File: src/rtl/pc_pkg.sv
// Shared constants and types for the program-counter adder slice.
package pc_pkg;

   localparam int XLEN   = 32;
   localparam int PC_INC = 4;

   typedef struct packed {
      logic carry;
      logic ovf;
      logic misalign;
   } pc_flags_t;

endpackage

File: src/rtl/pc_adder_flags.sv
// Combinational sum plus carry, signed-overflow and misalignment flags.
module pc_adder_flags
   import pc_pkg::*;
#(
   parameter int WIDTH      = XLEN,
   parameter int ALIGN_BITS = 2
) (
   input  logic [WIDTH-1:0] a,
   input  logic [WIDTH-1:0] b,
   output logic [WIDTH-1:0] sum,
   output pc_flags_t        flags
);

   logic [WIDTH:0] full_sum;

   // One extra bit on the adder so the unsigned carry-out falls out directly.
   assign full_sum = {1'b0, a} + {1'b0, b};
   assign sum      = full_sum[WIDTH-1:0];

   assign flags = '{
      carry:    full_sum[WIDTH],
      ovf:      (a[WIDTH-1] == b[WIDTH-1]) && (sum[WIDTH-1] != a[WIDTH-1]),
      misalign: |sum[ALIGN_BITS-1:0]
   };

endmodule

File: src/rtl/pc_adder.sv
// PC adder: combinational sum plus a one-cycle registered result with flags.
// Define PC_ADDER_STATS_EN to add saturating op/overflow/misalign counters.
module pc_adder
   import pc_pkg::*;
#(
   parameter int WIDTH      = XLEN,
   parameter int ALIGN_BITS = 2
) (
   input  logic             clk,
   input  logic             rst_n,
   input  logic [WIDTH-1:0] a,
   input  logic [WIDTH-1:0] b,
   input  logic             in_valid,
   output logic [WIDTH-1:0] c,
   output logic [WIDTH-1:0] c_q,
   output logic             out_valid,
   output logic             carry_q,
   output logic             ovf_q,
   output logic             misalign_q
`ifdef PC_ADDER_STATS_EN
   ,
   output logic [31:0]      op_count,
   output logic [15:0]      ovf_count,
   output logic [15:0]      misalign_count
`endif
);

   pc_flags_t flags;
   pc_flags_t flags_q;

   pc_adder_flags #(
      .WIDTH      (WIDTH),
      .ALIGN_BITS (ALIGN_BITS)
   ) u_flags (
      .a     (a),
      .b     (b),
      .sum   (c),
      .flags (flags)
   );

   // Result and flags only move on valid cycles, so X operands on idle cycles never reach state.
   always_ff @(posedge clk or negedge rst_n) begin
      if (!rst_n) begin
         c_q       <= '0;
         flags_q   <= '0;
         out_valid <= 1'b0;
      end else begin
         out_valid <= in_valid;
         if (in_valid) begin
            c_q     <= c;
            flags_q <= flags;
         end
      end
   end

   assign carry_q    = flags_q.carry;
   assign ovf_q      = flags_q.ovf;
   assign misalign_q = flags_q.misalign;

`ifdef PC_ADDER_STATS_EN
   // Counters stick at all-ones rather than wrapping.
   always_ff @(posedge clk or negedge rst_n) begin
      if (!rst_n) begin
         op_count       <= '0;
         ovf_count      <= '0;
         misalign_count <= '0;
      end else if (in_valid) begin
         if (op_count != '1)
            op_count <= op_count + 32'd1;
         if (flags.ovf && ovf_count != '1)
            ovf_count <= ovf_count + 16'd1;
         if (flags.misalign && misalign_count != '1)
            misalign_count <= misalign_count + 16'd1;
      end
   end
`endif

endmodule

File: config.mk
export PLATFORM = sky130hd
export DESIGN_NAME = pc_adder
export DESIGN_NICKNAME = d
export VERILOG_FILES = /design/src/rtl/pc_pkg.sv /design/src/rtl/pc_adder_flags.sv /design/src/rtl/pc_adder.sv
export SDC_FILE = /design/constraint.sdc
export NUM_CORES = 1
export LEC_CHECK = 0
export ABC_CLOCK_PERIOD_IN_PS = 6100
export CORE_ASPECT_RATIO = 1.25
export CORE_MARGIN = 1.5
export CORE_UTILIZATION = 40
export CTS_BUF_LIST = sky130_fd_sc_hd__clkbuf_8
export CTS_CLUSTER_SIZE = 28
export DETAILED_ROUTE_END_ITERATION = 6
export MAX_ROUTING_LAYER = met4
export PLACE_DENSITY = 0.75
export SLEW_MARGIN = 20
export SYNTH_ARGS = -nofsm -noshare
export SYNTH_HDL_FRONTEND = slang
export SYNTH_SLANG_ARGS = --single-unit
File: constraint.sdc
create_clock -name clk -period 6.1 [get_ports clk]
set_input_delay 1.525 -clock clk [delete_from_list [all_inputs] [get_ports clk]]
set_output_delay 1.525 -clock clk [all_outputs]
set_load 0.005 [all_outputs]
### After elaboration in Yosys (flattened, before gate mapping)

Cells that the tools add are included.

* register bits: 36
* input port bits: 67
* output and inout bits: 68
* logic and storage cells: 10

* $add $sub $neg: 1
* eq/ne operators: 2
* reductions and logical operators: 2

Operators by type and width (count)
* adder 32 x 32 -> 33 bit: 1
* OR reduction 2 bit: 1
* equality test 1 bit: 1
* logical AND 1 bit: 1
* != test 1 bit: 1

### Longest topological paths before layout

* depth after elaboration: 3
* depth in mapped cells: 9
* mapped depth without buffers: 9

### Hierarchy

A second synthesis with hierarchy kept.

* cells, all modules: 317
* area total of the unflattened synthesis: 3223.1 µm²

Modules (own cells, without submodules)
* pc_adder_flags: times used 1, cells each 242, area each 1744.2 µm², seq. area each 0.0 µm²
* pc_adder: times used 1, cells each 75, area each 1478.9 µm², seq. area each 900.9 µm²

### Least setup slack after synthesis

OpenSTA, ideal clock, no wires.

* path kind: input port to output port
* start point: in a[0]
* end point: out c[30]
* arrival time: 3.473 ns
* required time: 4.575 ns
* path slack: 1.102 ns
* stages: 9
* path buffers: 0
* path through: ha_1 > fa_1 > a21o_1 > a31o_1 > a21oi_4 > nor2_2 > a31o_1 > or3_1 > and2_1

* word-level cells in the longest chain between the ends: 1

RTL lines
* start: declaration: RTL line pc_adder.sv:11 `input logic [WIDTH-1:0] a,`
* adder 32 x 32 -> 33 bit: RTL line pc_adder_flags.sv:17 `assign full_sum = {1'b0, a} + {1'b0, b};`
* end: declaration: RTL line pc_adder.sv:14 `output logic [WIDTH-1:0] c,`

No other way between the ends.

### Worst setup path in the final report

Same ends and word-level chain as after synthesis.

==> impl_metrics.json <==
{
  "grt_use_total": 0.232,
  "design_area_um2": 4830,
  "critPathKind": "in2out",
  "layout_setup_ws_ps": 150,
  "synth.most_common_cell": "a21oi_1",
  "power_mw": 1.08,
  "antenna_found_initial": 0,
  "synth_top_cell_area_share": 0.271,
  "n_antenna_cell": 0,
  "grt_pass1_vias": 3503,
  "p_leak_nw": 2.00,
  "grt_max_degree": 40,
  "core-area_um2": 8150,
  "drcViolationCount": 0,
  "tritoncts": "yes",
  "synth_area_um2": 3320,
  "synth-seq-cells": 36,
  "cts-root-buf": "clkbuf_8",
  "worst_setup_path_end_kind": "output port",
  "rsz0062_at_grt": "false",
  "clockBufferDepth": 2,
  "yosys-mux-area-fraction": 0.0919,
  "holdWs_ps": 513,
  "die_h_um": 105,
  "period_minus_slack_ps": 5950,
  "start_kind": "input port",
  "portBuffers": 134,
  "worstMarginPinSlew_ps": 891,
  "endpoint": "c[30]",
  "die_area_um2": 8860,
  "die_x_um": 84.5,
  "place_inst": 588,
  "synth-compound-area-share": 0.225,
  "fin_skew_ps": 0,
  "synth_ff_type": "dfrtp_1",
  "pre_cts_ws_ps": 111,
  "num_rows": 37,
  "synth_common_cells": "a21oi_1 (38), dfrtp_1 (36), ha_1 (32)",
  "setup_viol": 0,
  "avgSynthCellArea_um2": 9.10,
  "synthCells": 365,
  "avgViaCountPerCell": 5.57,
  "worstPathArrival_ps": 4430,
  "drv_slew": 0,
  "cap_violations": 0,
  "cts_inserted_buffers": 5,
  "worstHoldStart": "ovf_q$_DFFE_PN0P_",
  "place.gp.congestion": 0.901,
  "timing.final.hold_violations": 0,
  "final_cells": 596,
  "overflow": 0,
  "r2r_start": "c_q[27]$_DFFE_PN0P_",
  "nets": 598,
  "synth-async-reset-ratio": 1.00,
  "r2r-end": "c_q[27]$_DFFE_PN0P_",
  "crit_path_cell_trace": "clkdlybuf4s50_1, ha_1, fa_2, a21o_1, a31o_1, a21oi_4, nor2_2, a31o_1, or3_1, and2_1, clkdlybuf4s50_1",
  "reg2reg_slack_ps": 5180,
  "place_area_um2": 4730,
  "routedWlPerCell_um": 16.6,
  "status": "complete, no violations",
  "p_per_area_nw_per_um2": 223,
  "vias": 3322,
  "hp-class": "reg2reg",
  "post_synth_and_or_nand_nor_area_fraction": 0.153,
  "setup_tns_ps": 0,
  "synth_nets": 465,
  "clock_latency_ps": 290,
  "ctsHoldBuffers": 0,
  "maxSlewHeadroom": 0.406,
  "slowest_delay_ps": 450,
  "crit_start": "a[0]",
  "max_freq_ghz": 0.168,
  "crit_buf_inv": 2,
  "finalCritPeriodShare": 0.975,
  "ys.warnings.count": 0,
  "clkSlewWorstSetupHoldPaths_ps": 80,
  "postLayoutCoreUtil": 0.592,
  "clock_sinks": 36,
  "synth_xor_area_frac": 0.0833,
  "synth.top_cells.by_area": "dfrtp_1 (27%), ha_1 (12%), mux2_2 (8.1%), a21oi_1 (5.7%), xnor2_1 (4.0%)",
  "detail-route-antenna-nets": 0,
  "r2r.worst_path.cells": 2,
  "grt_pass1_wl_um": 16300,
  "dpl.hpwl_um": 7850,
  "cp.depth": 11,
  "initial_core_util": 0.408,
  "ys_types": 59,
  "drive_above_1_share": 0.136,
  "peakVddDrop_uv": 183,
  "yosys.area_share.adder": 0.127,
  "cp_data_required_time_ps": 4580,
  "io-pin-count": 135,
  "first_iter_violations": 135,
  "htree_levels": 2,
  "cp_max_fo": 3,
  "drt-total-wl_um": 9890,
  "firstDrtPassIters": 4,
  "area_growth_pct": 45.3,
  "cpMaxStageDelayCell": "clkdlybuf4s50_1",
  "synth_top_family_by_area": "compound AO/OA/AOI/OAI gates",
  "crit_family": "compound AO/OA/AOI/OAI gates",
  "synth_edf_count": 0,
  "seq_area_frac_synth": 0.271,
  "synth_top_area_cell": "dfrtp_1"
}
[sequential cells by signal, indices dropped and copies added (netlist names)]
signal,count
c_q,32
carry_q,1
misalign_q,1
out_valid,1
ovf_q,1
[placed cells by master (no fill, tap or decap), types with 2 or more instances in the layout]
master / n
xnor2_1: 15
mux2i_1: 2
mux2_2: 24
buf_4: 11
or3_1: 2
dfrtp_1: 36
clkbuf_8: 5
clkinv_2: 2
and2_1: 3
a211o_1: 3
o211ai_1: 8
a211oi_1: 2
a31oi_1: 6
nor2_1: 25
nand2_1: 27
a21oi_1: 37
o311ai_0: 2
clkdlybuf4s50_1: 132
a31o_1: 4
a21o_1: 7
ha_1: 32
nor3_1: 8
o21bai_1: 5
and3_1: 4
o21ai_0: 12
buf_2: 2
nor2b_1: 2
o221ai_1: 2
inv_1: 10
xnor2_2: 3
nand4_1: 10
nand3_1: 10
o21ai_1: 7
a21oi_2: 3
xor2_1: 11
[cell families after synthesis]
kind of cell               after synthesis
AOI/OAI and AO/OA                      110
xor gates and xnor gates                29
adders and majority gates               33
buffers and inverters                   29
DFF                                     36
muxes                                   27
and+or+nand+nor                        101
[worst min-delay path by stage]
stage | slack, ps | end | cells past startpoint
final | 510 | ovf_q$_DFFE_PN0P_ | 2
after detailed placement | 480 | ovf_q$_DFFE_PN0P_ | 2
after floorplan | 480 | ovf_q$_DFFE_PN0P_ | 2
after CTS | 500 | ovf_q$_DFFE_PN0P_ | 2
after global placement | 470 | ovf_q$_DFFE_PN0P_ | 2
after global routing | 540 | c_q[13]$_DFFE_PN0P_ | 1
[final cells by class]
cell class / instances / area, um2
fill: 721 / 3320
multi-input combinational: 300 / 2260
timing repair buffer: 145 / 1410
sequential: 36 / 901
tap: 97 / 121
clock buffer: 5 / 68.8
inverter: 10 / 37.5
clock inverter: 3 / 18.8
[worst reg2reg max path, cell delays in order (launching register included)]
cell      delay [ps]
dfrtp_1          410
a221oi_1         310
nand2_1           90
[power breakdown]
part | total, mW | switching, mW | internal, mW
Clock | 0.181 | 0.101 | 0.0799
Sequential | 0.322 | 0.0282 | 0.294
Combinational | 0.573 | 0.235 | 0.338
[repair_timing]
item	4_1_cts	5_1_grt
buffers inserted	0	0
resized for setup	0	4
setup endpoints to repair	0	4
[metal layers]
layer / vias to the layer above / track usage / share of wire
met4: 0 / 0.0899 / 0.025
met5: - / - / 0
met3: 20 / 0.0355 / 0.050
met2: 120 / 0.404 / 0.52
li1: 1609 / - / -
met1: 1573 / 0.267 / 0.41
Power figures use the tool's default switching activity.
